[config.mk]
export PLATFORM = sky130hd
export DESIGN_NAME = urna_ballot_tx
export DESIGN_NICKNAME = d
export VERILOG_FILES = /design/src/rtl/urna_pkg.sv /design/src/rtl/urna_tx_timer.sv /design/src/rtl/urna_ballot_tx.sv
export SDC_FILE = /design/constraint.sdc
export NUM_CORES = 1
export LEC_CHECK = 0
export BUFFER_PORTS_ARGS = -buffer_cell sky130_fd_sc_hd__buf_2
export CORE_ASPECT_RATIO = 0.5
export CORE_MARGIN = 8
export CORE_UTILIZATION = 60
export CTS_CLUSTER_DIAMETER = 150
export DETAILED_ROUTE_END_ITERATION = 6
export PLACE_DENSITY_LB_ADDON = 0.08
export SYNTH_ARGS = -nofsm -noshare
export SYNTH_HDL_FRONTEND = slang
export SYNTH_SLANG_ARGS = --single-unit
export TNS_END_PERCENT = 30
[constraint.sdc]
create_clock -name clk -period 4.5 [get_ports clk]
set_input_delay 0.45 -clock clk [delete_from_list [all_inputs] [get_ports clk]]
set_output_delay 0.45 -clock clk [all_outputs]
set_load 0.1 [all_outputs]
[src/rtl/urna_pkg.sv]
// Shared types and constants for the urna voter-terminal ballot transmitter.
package urna_pkg;

    localparam int DIG_W = 4;

    localparam logic [DIG_W-1:0]   KEY_BLANK   = 4'hA;
    localparam logic [DIG_W-1:0]   DIG_NONE    = 4'hF;
    localparam logic [2*DIG_W-1:0] SHOWN_EMPTY = 8'hFF;

    typedef enum logic [2:0] {
        ST_D1,
        ST_D2,
        ST_REVIEW,
        ST_TX1,
        ST_GAP,
        ST_TX2,
        ST_ACK,
        ST_CLOSED
    } state_t;

    function automatic logic is_digit(input logic [DIG_W-1:0] code);
        return code <= 4'd9;
    endfunction

endpackage

[src/rtl/urna_tx_timer.sv]
// Loadable down-counter that times the pulse, gap and ack-wait phases.
// done is high while the count sits at zero, i.e. on the last cycle of a phase.
module urna_tx_timer #(
    parameter int W = 16
) (
    input  logic         clk,
    input  logic         rst_n,
    input  logic         load,
    input  logic [W-1:0] load_val,
    output logic         done
);

    logic [W-1:0] cnt;

    always_ff @(posedge clk or negedge rst_n) begin
        if (!rst_n)
            cnt <= '0;
        else if (load)
            cnt <= load_val;
        else if (cnt != '0)
            cnt <= cnt - W'(1);
    end

    assign done = (cnt == '0);

endmodule

[src/rtl/urna_ballot_tx.sv]
// Voter-terminal ballot collector and urna transmitter.
// Define URNA_TX_BLANK_EN to accept key 4'hA in ST_D1 as a blank ballot.
module urna_ballot_tx
    import urna_pkg::*;
#(
    parameter int PULSE_W  = 2,
    parameter int GAP_W    = 2,
    parameter int ACK_WAIT = 8,
    parameter int CNT_W    = 8
) (
    input  logic               clk,
    input  logic               rst_n,
    input  logic               key_valid,
    input  logic [DIG_W-1:0]   key_code,
    input  logic               key_correct,
    input  logic               key_confirm,
    input  logic               key_swap,
    input  logic               session_end,
    input  logic [1:0]         vote_status,
    output logic               ready,
    output logic [DIG_W-1:0]   digit,
    output logic               valid,
    output logic               swap,
    output logic               finish,
    output logic [2*DIG_W-1:0] shown,
    output logic [1:0]         last_status,
    output logic [CNT_W-1:0]   ballot_count
);

    localparam int TMR_W = 16;
    // Timer counts down to zero, so each phase loads its length minus one.
    localparam logic [TMR_W-1:0] PULSE_LD = TMR_W'(PULSE_W - 1);
    localparam logic [TMR_W-1:0] GAP_LD   = TMR_W'(GAP_W - 1);
    localparam logic [TMR_W-1:0] ACK_LD   = TMR_W'(ACK_WAIT - 1);

    state_t             state_q, state_d;
    logic [DIG_W-1:0]   d1_q, d1_d, d2_q, d2_d;
    logic               swap_req_q, swap_req_d;
    logic               pend_q, pend_d;

    logic               ready_d, valid_d, swap_d, finish_d;
    logic [DIG_W-1:0]   digit_d;
    logic [2*DIG_W-1:0] shown_d;
    logic [1:0]         last_status_d;
    logic [CNT_W-1:0]   ballot_count_d;

    logic               tmr_load, tmr_done;
    logic [TMR_W-1:0]   tmr_val;

    urna_tx_timer #(.W(TMR_W)) u_timer (
        .clk      (clk),
        .rst_n    (rst_n),
        .load     (tmr_load),
        .load_val (tmr_val),
        .done     (tmr_done)
    );

    always_comb begin
        state_d        = state_q;
        d1_d           = d1_q;
        d2_d           = d2_q;
        swap_req_d     = swap_req_q;
        pend_d         = pend_q;
        digit_d        = digit;
        valid_d        = valid;
        swap_d         = swap;
        shown_d        = shown;
        last_status_d  = last_status;
        ballot_count_d = ballot_count;
        tmr_load       = 1'b0;
        tmr_val        = PULSE_LD;

        // A close request during transmission waits for the ballot to finish.
        if (session_end && (state_q inside {ST_TX1, ST_GAP, ST_TX2, ST_ACK}))
            pend_d = 1'b1;

        unique case (state_q)
            ST_D1, ST_D2, ST_REVIEW: begin
                if (session_end) begin
                    state_d    = ST_CLOSED;
                    shown_d    = SHOWN_EMPTY;
                    swap_req_d = 1'b0;
                end else if (key_correct) begin
                    state_d    = ST_D1;
                    shown_d    = SHOWN_EMPTY;
                    swap_req_d = 1'b0;
                end else if (state_q == ST_REVIEW) begin
                    if (key_confirm) begin
                        state_d  = ST_TX1;
                        digit_d  = d1_q;
                        valid_d  = 1'b1;
                        tmr_load = 1'b1;
                        tmr_val  = PULSE_LD;
                    end else if (key_swap) begin
                        swap_req_d = ~swap_req_q;
                    end
                end else if (key_valid && is_digit(key_code)) begin
                    if (state_q == ST_D1) begin
                        d1_d    = key_code;
                        shown_d = {key_code, DIG_NONE};
                        state_d = ST_D2;
                    end else begin
                        d2_d    = key_code;
                        shown_d = {d1_q, key_code};
                        state_d = ST_REVIEW;
                    end
                end
`ifdef URNA_TX_BLANK_EN
                else if (key_valid && key_code == KEY_BLANK && state_q == ST_D1) begin
                    d1_d    = '0;
                    d2_d    = '0;
                    shown_d = '0;
                    state_d = ST_REVIEW;
                end
`endif
            end
            ST_TX1: begin
                if (tmr_done) begin
                    state_d  = ST_GAP;
                    valid_d  = 1'b0;
                    tmr_load = 1'b1;
                    tmr_val  = GAP_LD;
                end
            end
            ST_GAP: begin
                if (tmr_done) begin
                    state_d  = ST_TX2;
                    digit_d  = d2_q;
                    valid_d  = 1'b1;
                    swap_d   = swap_req_q;
                    tmr_load = 1'b1;
                    tmr_val  = PULSE_LD;
                end
            end
            ST_TX2: begin
                if (tmr_done) begin
                    state_d  = ST_ACK;
                    valid_d  = 1'b0;
                    swap_d   = 1'b0;
                    tmr_load = 1'b1;
                    tmr_val  = ACK_LD;
                end
            end
            ST_ACK: begin
                if (tmr_done) begin
                    last_status_d  = vote_status;
                    ballot_count_d = (&ballot_count) ? ballot_count : ballot_count + CNT_W'(1);
                    shown_d        = SHOWN_EMPTY;
                    swap_req_d     = 1'b0;
                    state_d        = (pend_q || session_end) ? ST_CLOSED : ST_D1;
                end
            end
            ST_CLOSED: begin
            end
        endcase

        ready_d  = state_d inside {ST_D1, ST_D2, ST_REVIEW};
        finish_d = (state_d == ST_CLOSED);
    end

    always_ff @(posedge clk or negedge rst_n) begin
        if (!rst_n) begin
            state_q      <= ST_D1;
            d1_q         <= '0;
            d2_q         <= '0;
            swap_req_q   <= 1'b0;
            pend_q       <= 1'b0;
            ready        <= 1'b1;
            digit        <= '0;
            valid        <= 1'b0;
            swap         <= 1'b0;
            finish       <= 1'b0;
            shown        <= SHOWN_EMPTY;
            last_status  <= '0;
            ballot_count <= '0;
        end else begin
            state_q      <= state_d;
            d1_q         <= d1_d;
            d2_q         <= d2_d;
            swap_req_q   <= swap_req_d;
            pend_q       <= pend_d;
            ready        <= ready_d;
            digit        <= digit_d;
            valid        <= valid_d;
            swap         <= swap_d;
            finish       <= finish_d;
            shown        <= shown_d;
            last_status  <= last_status_d;
            ballot_count <= ballot_count_d;
        end
    end

endmodule

Yosys cells after proc, flatten, opt, wreduce, memory -nomap -nowiden:

Index checks and enable logic that the tools add are counted.

* ROM bits: 0
* memory bits (writable): 0
* flip-flop bits (word level): 55
* bits in latches: 0
* memories kept: 0
* logic and storage cells: 122

* mux-type cells: 50
* div/mod/pow operators: 0
* multipliers: 0
* eq/ne operators: 22
* reductions and logical operators: 27
* add/subtract/negate cells: 2
* shift-type cells: 0
* bitwise gates (word level): 6
* magnitude comparators: 1

Operators by type and width (count)
* $mux W8: 6
* $mux W3: 12
* $mux W16: 2
* $mux W4: 5
* $ne A4 B4 Y1 const B: 5
* $reduce_and A6 Y1: 3
* $mux W1: 17
* $logic_not A16 Y1: 1
* $pmux W8 S2: 1
* $reduce_bool A16 Y1: 1
* $sub A16 B1 Y16 const B: 1
* $pmux W3 S5: 1
* $ne A2 B2 Y1 const B: 7
* $eq A3 B3 Y1 const B: 4
* $eq A3 B2 Y1 const B: 3
* $add A8 B1 Y8 const B: 1
* $pmux W4 S2: 1
* $reduce_and A8 Y1: 1
* $reduce_bool A2 Y1: 4
* $reduce_and A7 Y1: 1
* $eq A3 B1 Y1 const B: 2
* $logic_not A3 Y1: 2
* $not A1 Y1: 6
* $pmux W1 S2: 3
* other kinds (14): 18

Logic depth before layout (Yosys ltp):

* word-level depth: 9
* gate-level depth with buffers: 9
* gate-level depth less buffers: 7

Modules after synthesis:

A second synthesis with hierarchy kept.

* cell total of the unflattened synthesis: 280
* area total of the unflattened synthesis: 2987.9 um^2

Modules (own cells, without submodules)
* urna_ballot_tx: cells each 176, instances 1, sequential area each 987.2 um^2, area each 2028.2 um^2
* urna_tx_timer: cells each 104, instances 1, sequential area each 400.4 um^2, area each 959.7 um^2

Worst setup path before layout:

Ideal clock, no wire load.

* kind: register to register
* from: register ballot_count[2]
* to: register ballot_count[1]
* setup slack: 2.350 ns
* cell stages (with the launch flop): 6
* arrival time: 2.024 ns
* path through: dfrtp_1 > and4_1 > nand4_1 > and4b_1 > buf_2 > mux2_2

* cells in the longest elaborated chain, start to end: 3

RTL lines
* start, declared: RTL line urna_ballot_tx.sv:27 `output logic [CNT_W-1:0] ballot_count`
* start signal, assigned: RTL line urna_ballot_tx.sv:189 `ballot_count <= ballot_count_d;`
* $reduce_and A8 Y1: RTL line urna_ballot_tx.sv:147 `ballot_count_d = (&ballot_count) ? ballot_count : ballot_count + CNT_W'(1);`
* $not A1 Y1 (no line)
* $reduce_and A3 Y1 (no line)

No other way between the ends.
A chain may end at the register's enable or synchronous reset.

Final worst setup path:

* from: register u_timer.cnt[0]
* to: register last_status[1]

* cells in the longest elaborated chain, start to end: 2

RTL lines
* start, declared: RTL line urna_tx_timer.sv:13 `logic [W-1:0] cnt;`
* start signal, assigned: RTL line urna_tx_timer.sv:19 `cnt <= load_val;`
* start signal, assigned: RTL line urna_tx_timer.sv:21 `cnt <= cnt - W'(1);`
* $logic_not A16 Y1: RTL line urna_tx_timer.sv:24 `assign done = (cnt == '0);`
* $reduce_and A2 Y1 (no line)
* end signal, assigned: RTL line urna_ballot_tx.sv:188 `last_status <= last_status_d;`
* end, declared: RTL line urna_ballot_tx.sv:26 `output logic [1:0] last_status,`

No other way between the ends.

==> metrics.yaml <==
fp.dieArea_mm2: 0.00734
rr_worst_depth: 6
areaGrowthSynthToFinish_pct: 10.1
ys_seq_area_frac: 0.487
avgSynthCellArea_um2: 11.1
finalSetupViolCount: 0
leakage_uw: 0.00139
clkTransAtPathRegs_ns: 0.10
synth_edf_count: 0
cp_max_fo: 15
fin_setup_tns_ns: 0
layout.nets: 307
netlist_instances: 256
die_w_um: 113
min_period_ns: 2.68
antenna_found_initial: 0
cts_root_buf: "clkbuf_8"
htreeDepth: 2
grt_overflow: 0
pin_count: 39
hold_path_class: "in2async"
hpwlAfterDp_mm: 4.00
max_freq_ghz: 0.373
slew_viol_final: 0
drc: 0
postCtsHoldBufs: 0
grt_usage: 0.162
final_core_util: 0.699
via_count: 2094
drv_cap: 0
grt_pass1_vias: 2220
critical_path_class: "reg2reg"
wl_per_cell_um: 15.7
arrival_ns: 2.88
synth_nets: 271
cts_setup_buffers: 0
rsz0062_at_grt: "no"
dp_slack_ns: 1.85
yosys_warnings: 0
place_congestion: 0.853
diodes: 0
clock_latency_ns: 0.32
design.core.area_mm2: 0.00449
dieHeight_um: 64.7
cts_resized: 0
grt_max_degree: 56
dr.pass1.iters: 4
hold_viol: 0
drive_gt1_frac: 0.304
drt-vias-per-instance: 5.83
numCtsBuffers: 5
cp.required_ns: 4.70
row_count: 17
grt_pass1_wl_mm: 9.83
synth_cell_types: 52
drt-initial-drc-count: 99
port_buffers: 38
final_common_cell: "dfrtp_1"
p_per_area_mw_per_mm2: 487
r2r-end: "last_status[1]"
mostFrequentLayoutCells: "46 x dfrtp_1, 38 x buf_2, 21 x nor2_1, 21 x mux2_2, 21 x nand2_1"
finalClockSkew_ns: 0.0124
reg2reg_slack_ns: 1.82
cts_tree: "done"
cts_buffer_depth: 2
syn_area_mm2: 0.00285
worst_pin_slew_ns: 0.727
regToRegStartpoint: "u_timer.cnt[0]"
synthArstFlopShare: 1.00
cp-start-kind: "register"
finalCritPeriodShare: 0.596
crit_path_end_kind: "register"
layout_setup_ws_ns: 1.82
status: "complete, no violations"
yosysTopAreaCellShare: 0.404
synth-seq-cells: 55
clock_sinks: 55
ant_nets: 0
synth-main-ff-cell: "dfrtp_1"
slew_headroom: 0.516
synth.largest_area_cell: "dfrtp_1"
ys_top_cells_by_area: "dfrtp_1 40%, dfstp_2 8.3%, mux2_2 8.3%"
drt-total-wl_mm: 5.65
start_util: 0.635
ir_drop_uv: 364
-- logic make-up after synthesis --
logic type | synth area share
AOI/OAI and AO/OA | 0.109
adders and majority gates | 0.00878
and+or+nand+nor | 0.197
muxes | 0.104
xor gates and xnor gates | 0.0553
DFF | 0.487
buffers and inverters | 0.0382
-- worst max-delay path: stages (launching register included) --
cell and delay [ns]:
dfrtp_1 0.41, inv_1 0.08, ha_1 0.22, nor4b_1 0.37
nand4_1 0.57, nor3_1 0.52, mux2_2 0.39
-- final cells by class --
class / count / area (µm²)
clock buffer: 8 / 100
inverter: 4 / 15.0
sequential: 55 / 1390
multi-input combinational: 187 / 1350
tap: 66 / 82.6
fill: 342 / 1350
timing repair buffer: 39 / 198
-- cells in the mapped netlist, drive strengths merged (3+ instances only) --
library cell / instances
xor2: 8
or3: 3
nand4: 9
nor3b: 3
nor2: 23
and4: 3
o211ai: 3
inv: 4
dfrtp: 46
o21ai: 8
nand2: 21
nor3: 7
clkbuf: 3
a2bb2oi: 5
mux2i: 6
nand3: 9
dfstp: 9
a21oi: 8
xnor2: 10
a21o: 5
o22a: 5
nor4: 5
mux2: 21
buf: 7
-- worst max path at each step --
stage / slack (ns) / end / startpoint
after floorplan: 2.35 / ballot_count[1] / ballot_count[2]
after global placement: 2.04 / last_status[1] / u_timer.cnt[0]
after detailed placement: 1.85 / last_status[1] / u_timer.cnt[0]
after CTS: 1.81 / last_status[1] / u_timer.cnt[0]
after global routing: 1.58 / last_status[1] / u_timer.cnt[0]
final: 1.82 / last_status[1] / u_timer.cnt[0]
-- stage by stage --
step           std cells  instance area (µm²)  total power [µW]  hold WS [ns]
2_1_floorplan        256                 2850              1140         0.154
3_3_place_gp         351                 3040              1210         0.465
3_5_place_dp         351                 3040              1230         0.477
4_1_cts              359                 3140              1530         0.276
5_1_grt              359                 3140              1610         0.319
6_report             359                 3140              1530         0.231
-- state kept, by name, indices dropped and copies added (netlist names) --
register,flops
state_q,3
swap,1
swap_req_q,1
ready,1
pend_q,1
last_status,2
finish,1
ballot_count,8
digit,4
d2_q,4
shown,8
u_timer.cnt,16
valid,1
d1_q,4
-- routing by layer --
| layer | GRT usage | part of all wire |
|---|---|---|
| met3 | 0.0452 | 0.047 |
| met4 | 0.0576 | 0.011 |
| met1 | 0.187 | 0.47 |
| met2 | 0.286 | 0.47 |
| met5 | 0 | 0 |
-- power breakdown --
part           leakage [µW]  internal, µW  total [µW]  switching (µW)
Clock             0.0000515           141         300             159
Combinational      0.000651           164         494             330
Sequential         0.000688           592         732             140
(Power assumes the default switching activity.)
